===== config.mk =====
export PLATFORM = sky130hd
export DESIGN_NAME = switch_seq_driver
export DESIGN_NICKNAME = d
export VERILOG_FILES = /design/src/rtl/switch_seq_driver.sv
export SDC_FILE = /design/constraint.sdc
export NUM_CORES = 1
export LEC_CHECK = 0
export ABC_AREA = 1
export CORE_AREA = 2 2 51 53
export CTS_BUF_LIST = sky130_fd_sc_hd__clkbuf_4
export DETAILED_ROUTE_END_ITERATION = 16
export DIE_AREA = 0 0 53 55
export PLACE_DENSITY = 0.78
export SLEW_MARGIN = 20
export SYNTH_ARGS = -nofsm -noshare
export SYNTH_HDL_FRONTEND = slang
export SYNTH_SLANG_ARGS = --single-unit

===== constraint.sdc =====
create_clock -name clk -period 1.25 [get_ports clk]
set_clock_uncertainty 0.05 [all_clocks]
set_input_delay 0.3125 -clock clk [delete_from_list [all_inputs] [get_ports clk]]
set_output_delay 0.3125 -clock clk [all_outputs]
set_load 0.02 [all_outputs]

===== src/rtl/switch_seq_driver.sv =====
// Upstream sequencer for the switch-lock stage: takes switch requests over valid/ready and
// drives the strobe, selection, lock window and completion pulse to the downstream switch.
module switch_seq_driver #(
  parameter int unsigned LONG_LOCK    = 4,
  parameter int unsigned SHORT_LOCK   = 2,
  parameter logic [1:0]  RESET_SELECT = 2'b00,
  parameter int unsigned CNT_W        = 8
) (
  input  logic             clk,
  input  logic             rst,
  input  logic             req_valid,
  output logic             req_ready,
  input  logic [1:0]       req_select,
  output logic             switch_enb,
  output logic [1:0]       switch_select,
  output logic [1:0]       lock_enb,
  output logic             done,
  output logic             long_path,
  output logic             busy,
  output logic [CNT_W-1:0] sw_count
);

  if (LONG_LOCK == 0 || LONG_LOCK > 10) begin : g_long_lock_chk
    $error("LONG_LOCK must be in 1..10");
  end
  if (SHORT_LOCK == 0 || SHORT_LOCK > 2) begin : g_short_lock_chk
    $error("SHORT_LOCK must be in 1..2");
  end

  typedef enum logic [1:0] {StIdle, StEnb, StLock, StDone} state_e;

  localparam logic [3:0] LongLoad  = 4'(LONG_LOCK);
  localparam logic [3:0] ShortLoad = 4'(SHORT_LOCK - 1);

  state_e           r_state, w_state_next;
  logic [1:0]       r_sel, w_sel_next;
  logic             r_long, w_long_next;
  logic [3:0]       r_cnt, w_cnt_next;
  logic [CNT_W-1:0] r_sw_count, w_sw_count_next;
  logic             r_switch_enb, w_switch_enb_next;
  logic [1:0]       r_lock_enb, w_lock_enb_next;
  logic             r_done, w_done_next;

  always_comb begin
    w_state_next    = r_state;
    w_sel_next      = r_sel;
    w_long_next     = r_long;
    w_cnt_next      = r_cnt;
    w_sw_count_next = r_sw_count;
    unique case (r_state)
      StIdle: begin
        if (req_valid) begin
          w_state_next = StEnb;
          w_sel_next   = req_select;
          w_long_next  = (r_sel == 2'b11) && (req_select == 2'b00);
        end
      end
      StEnb: begin
        if (r_long) begin
          w_state_next = StLock;
          w_cnt_next   = LongLoad;
        end else if (SHORT_LOCK >= 2) begin
          // The strobe cycle already served as lock cycle 1.
          w_state_next = StLock;
          w_cnt_next   = ShortLoad;
        end else begin
          w_state_next    = StDone;
          w_sw_count_next = r_sw_count + CNT_W'(1);
        end
      end
      StLock: begin
        if (r_cnt <= 4'd1) begin
          w_state_next    = StDone;
          w_cnt_next      = 4'd0;
          w_sw_count_next = r_sw_count + CNT_W'(1);
        end else begin
          w_cnt_next = r_cnt - 4'd1;
        end
      end
      StDone: begin
        w_state_next = StIdle;
        w_long_next  = 1'b0;
      end
      default: w_state_next = StIdle;
    endcase

    // Outputs are registered, so they are decoded from the state being entered.
    w_switch_enb_next = (w_state_next == StEnb);
    w_done_next       = (w_state_next == StDone);
    w_lock_enb_next   = ((w_state_next == StEnb && !w_long_next) || w_state_next == StLock)
                        ? 2'b11 : 2'b00;
  end

  always_ff @(posedge clk) begin
    if (rst) begin
      r_state      <= StIdle;
      r_sel        <= RESET_SELECT;
      r_long       <= 1'b0;
      r_cnt        <= 4'd0;
      r_sw_count   <= '0;
      r_switch_enb <= 1'b0;
      r_lock_enb   <= 2'b00;
      r_done       <= 1'b0;
    end else begin
      r_state      <= w_state_next;
      r_sel        <= w_sel_next;
      r_long       <= w_long_next;
      r_cnt        <= w_cnt_next;
      r_sw_count   <= w_sw_count_next;
      r_switch_enb <= w_switch_enb_next;
      r_lock_enb   <= w_lock_enb_next;
      r_done       <= w_done_next;
    end
  end

  assign req_ready     = (r_state == StIdle) && !rst;
  assign busy          = (r_state != StIdle);
  assign switch_enb    = r_switch_enb;
  assign switch_select = r_sel;
  assign lock_enb      = r_lock_enb;
  assign done          = r_done;
  assign long_path     = r_long;
  assign sw_count      = r_sw_count;

endmodule


After elaboration in Yosys (flattened, before gate mapping)
Cells that the tools add are included.
W data, S select, Z words.
{"block": "word_totals", "regBits": 21, "out_inout_bits": 17}
{"block": "classes", "add_sub_neg": 2, "n_lt_le_gt_ge": 1, "n_eq_ne": 7, "n_mux": 9, "n_reduce_logical": 12}
{"operator": "$eq A2 B2 Y1 const B", "n": 5}
{"operator": "$add A8 B1 Y8 const B", "n": 1}
{"operator": "$pmux W2 S4", "n": 1}
{"operator": "$pmux W4 S2", "n": 1}
{"operator": "$mux W2", "n": 3}
{"operator": "$eq A2 B1 Y1 const B", "n": 2}
{"operator": "$le A4 B1 Y1 const B", "n": 1}
{"operator": "$logic_not A2 Y1", "n": 2}
{"operator": "$mux W4", "n": 1}
{"operator": "$reduce_and A2 Y1", "n": 2}
{"operator": "$reduce_bool A2 Y1", "n": 2}
{"operator": "$sub A4 B1 Y4 const B", "n": 1}
{"operator": "$logic_and A1 B1 Y1", "n": 3}
{"operator": "$mux W3", "n": 1}
{"operator": "$logic_not A1 Y1", "n": 2}
{"operator": "$pmux W1 S2", "n": 1}
{"operator": "$logic_or A1 B1 Y1", "n": 1}
{"operator": "$mux W1", "n": 1}

Logic depth before layout (Yosys ltp)
{"block": "depth", "depth_word": 8, "mapped_depth": 9, "depth_no_buf": 9}

Least setup slack after synthesis
Ideal clock, no wire load.
{"block": "synth_timing", "path_kind": "reg2reg", "startpoint": "register r_state[0]", "endpoint": "register r_lock_enb[0] (netlist: lock_enb[0])", "arrival_ns": 1.188, "setup_slack_ns": -0.102, "path_stages_with_launch": 9, "path_cell_list": "dfxtp_1 > inv_1 > ha_1 > inv_2 > nand2_1 > a21oi_1 > nand2_1 > nand4_1 > nand2_1"}
{"block": "synth_via", "elab_chain_len": 6}
{"element": "start, declared", "line_no": "35", "rtl": "state_e r_state, w_state_next;"}
{"element": "start signal, assigned", "line_no": "96", "rtl": "r_state <= StIdle;"}
{"element": "start signal, assigned", "line_no": "105", "rtl": "r_state <= w_state_next;"}
{"element": "$eq A2 B2 Y1 (tied with other cells)", "line_no": "50", "rtl": "unique case (r_state)"}
{"element": "$pmux W2 S4 *", "line_no": "50"}
{"element": "net w_state_next[1]", "line_no": "35"}
{"element": "$eq A2 B1 Y1", "line_no": "90", "rtl": "w_lock_enb_next = ((w_state_next == StEnb && !w_long_next) || w_state_next == StLock)"}
{"element": "$logic_and A1 B1 Y1", "line_no": "90"}
{"element": "$logic_or A1 B1 Y1 *", "line_no": "90"}
{"element": "$mux W2 *", "line_no": "91", "rtl": "? 2'b11 : 2'b00;"}
{"element": "end signal, assigned", "line_no": "111", "rtl": "r_lock_enb <= w_lock_enb_next;"}
{"element": "end, declared", "line_no": "41", "rtl": "logic [1:0] r_lock_enb, w_lock_enb_next;"}
The timed path passes the listed nets; every way through them passes the cells marked *.
A chain may end at the register's enable or synchronous reset.

Final worst setup path
{"block": "layout_timing", "startpoint": "register r_state[0]", "endpoint": "output port req_ready"}
{"block": "layout_via", "elab_chain_len": 2}
{"element": "$logic_not A2 Y1", "line_no": "116", "rtl": "assign req_ready = (r_state == StIdle) && !rst;"}
{"element": "$logic_and A1 B1 Y1", "line_no": "116"}
{"element": "end, declared", "line_no": "12", "rtl": "output logic req_ready,"}
No other way between the ends.

==> results.py <==
metrics = {
    "pwr": {
        "p_int_mw": 1.79,
        "swShare": 0.400,
        "combinationalPowerShare": 0.543,
        "power.density_mw_per_mm2": 1760,
        "leakage_nw": 0.754,
        "ir_drop_uv": 1190,
        "switching_power_mw": 1.19,
        "clkPwrFrac": 0.180,
        "pwr-share-seq": 0.277,
    },
    "sta": {
        "worst_slew_pin_slew_ps": 256,
        "slew_headroom": 0.829,
        "slew_viol_final": 0,
        "period_share": 1.18,
        "grt_setup_unrepaired": "true",
        "fin_crit_ps": 1480,
        "final.setup.tns_ps": -1770,
        "timing.fmax_mhz": 676,
        "hold_viol": 0,
        "holdWs_ps": 450,
        "finalSetupViolations": 18,
        "setup_ws_ps": -230,
    },
    "floorplanning": {
        "start_util": 0.451,
        "die_y_um": 55,
        "fp.coreArea_mm2": 0.00236,
        "dieArea_mm2": 0.00292,
        "num_rows": 18,
        "fp.dieW_um": 53,
        "pin_count": 22,
    },
    "cts": {
        "cts_buffers": 3,
        "cts_tree": "yes",
        "root_buffer": "clkbuf_4",
        "clockBufferDepth": 2,
        "clk_pin_slew_ps": 120,
        "clk_latency_ps": 310,
        "cts_hold_buf": 0,
        "cts_num_sinks": 20,
        "h-tree-depth": 1,
    },
    "routing": {
        "drtIter0Drc": 10,
        "wirelength_mm": 3.14,
        "antenna_left": 0,
        "via_count": 1184,
        "dr.pass1.iters": 4,
        "routedWlPerCell_um": 13.3,
        "drc": 0,
        "viasPerCell": 5.02,
    },
    "logic_synthesis": {
        "synth_nets": 166,
        "yosysWarnings": 0,
        "yosys.area.top_type_share": 0.375,
        "synth_seq_cells": 20,
        "post-synth-top-area-cell": "dfxtp_1",
        "yosys-top-cells-area": "dfxtp_1 (38%), nand2_1 (16%), inv_1 (7.4%), ha_1 (7.0%), nor2_1 (6.7%)",
        "avgSynthCellArea_um2": 6.89,
        "netlist_area_mm2": 0.00107,
        "syn_inst": 155,
        "ys_seq_area_frac": 0.375,
        "synth.distinct_cells": 21,
    },
    "critical_path": {
        "worstPathCellList": "inv_2, ha_4, inv_2, nor2_2, buf_6",
        "crit_required_ps": 890,
        "cp_slowest_cell": "dfxtp_2",
        "worstSetupEndpointType": "output port",
        "cp_max_fo": 2,
        "critPathBufInv": 3,
        "cp_common_cell": "inv_2",
        "path_class": "register to output port",
        "max_stage_delay_ps": 340,
        "arrival_ps": 1120,
        "critPathTopFamily": "flip-flops",
        "start_kind": "register",
        "rrSetupSlack_ps": -140,
    },
    "grt": {
        "grt_max_degree": 13,
        "grt.total_usage": 0.228,
        "grt-ovfl-total": 0,
        "grt_pass1_vias": 1118,
        "grt_pass1_wl_mm": 4.82,
        "antenna_found_initial": 0,
    },
    "layout": {
        "fin_nets": 218,
        "area_growth_pct": 58.3,
        "drive_gt1_frac": 0.519,
        "antenna_cells": 0,
    },
    "job": {
        "cap_violations": 0,
    },
    "worst_hold_path": {
        "worstHoldPathType": "register to register",
    },
    "placement": {
        "portBuffers": 21,
        "place.gp.congestion": 0.816,
        "dp_hpwl_mm": 1.91,
    },
    "run_status": {
        "violations": "setup timing",
        "status": "finished with violations",
    },
}
sequential cells by signal, summed over array words and instances, names as in the netlist:
| name | count |
|---|---|
| sw_count | 8 |
| lock_enb | 1 |
| r_cnt | 4 |
| switch_enb | 1 |
| r_state | 2 |
| done | 1 |
| switch_select | 2 |
| long_path | 1 |
routing by layer:
metal | part of all wire | GRT usage | vias up
li1 | - | - | 586
met1 | 0.41 | 0.259 | 549
met2 | 0.52 | 0.415 | 38
met3 | 0.041 | 0.0376 | 11
met4 | 0.028 | 0.115 | 0
met5 | 0 | 0 | -
metrics by stage:
step	instance area [um2]	power, mW	util	worst slack [ps]	instances
2_1_floorplan	1090	1.50	-	-17.2	155
3_3_place_gp	1470	1.94	0.623	-561	223
3_5_place_dp	1470	2.00	0.623	-572	223
4_1_cts	1610	2.77	0.682	-228	234
5_1_grt	1690	3.12	0.714	-284	236
6_report	1690	2.98	0.714	-230	236
worst reg2reg max path: stages (launching register included):
cell and delay [ps]:
dfxtp_2 350, inv_2 50, buf_4 140, ha_4 200
inv_4 70, nand2_2 50, a21boi_2 170, nand2_2 90
nand4_1 80, nand2_1 50
final timing paths:
kind                            start  cells after the start                       end
max             r_state[0]$_SDFF_PP0_                      5                 req_ready
min          sw_count[7]$_SDFFE_PP0P_                      2  sw_count[7]$_SDFFE_PP0P_
max reg2reg     r_state[0]$_SDFF_PP0_                      9    lock_enb[0]$_SDFF_PP0_
min reg2reg  sw_count[7]$_SDFFE_PP0P_                      2  sw_count[7]$_SDFFE_PP0P_
power by group through the flow:
stage / registers [mW] / logic [mW] / clock network [mW]
detailed placement: 0.819 / 1.18 / 0
CTS: 0.824 / 1.40 / 0.540
global route: 0.836 / 1.72 / 0.569
finish: 0.824 / 1.62 / 0.537
global placement: 0.810 / 1.13 / 0
floorplan: 0.893 / 0.609 / 0
repair_timing:
item / 4_1_cts / 5_1_grt
setup endpoints to repair: 34 / 23
gates resized for setup: 108 / 19
pin swaps: 18 / 7
cloned: 1 / 0
buffers inserted: 8 / 2
layout make-up:
class                      count  area [um2]
fill                         176         676
clock buffer                   3        22.5
sequential                    20         413
tap                           30        37.5
multi-input combinational    110         726
timing repair buffer          48         355
clock inverter                 1        30.0
inverter                      24         105
placed cells by master, fill, tap and decap left out:
master            n
nand2_1          34
buf_4            23
nor2_1           16
buf_2            15
inv_1            12
dfxtp_1          12
a21oi_2          10
nand2_2           9
inv_2             7
nand3_1           7
dfxtp_2           7
buf_6             6
inv_4             4
a21oi_1           4
o21ai_0           4
ha_4              4
clkdlybuf4s50_1   4
nor2_2            3
nand2_4           3
nor2_4            3
nand4_1           3
clkbuf_4          3
nand3_4           2
ha_2              2
clkinv_4          1
a21boi_2          1
xor2_1            1
nand3_2           1
o21ai_2           1
nor3_1            1
o21ai_1           1
bufinv_16         1
dfxtp_4           1
synth_stat cells:
library cell and n:
a21boi_1 1, a21oi_1 9, a21oi_2 5, buf_2 1
buf_4 1, clkinv_4 1, dfxtp_1 20, ha_1 6
inv_1 21, inv_2 2, nand2_1 46, nand3_1 8
nand3_4 1, nand4_1 3, nor2_1 19, nor2_2 2
nor2_4 1, nor3_1 1, o21ai_0 4, o21ai_1 2
xor2_1 1
kinds of logic after synthesis:
group | count (synthesis) | synth area share
simple gates | 81 | 0.327
buf+inv | 26 | 0.101
compound gates | 21 | 0.118
flops | 20 | 0.375
fa+ha+maj | 6 | 0.0703
xor+xnor | 1 | 0.00821
(Power assumes the default switching activity.)
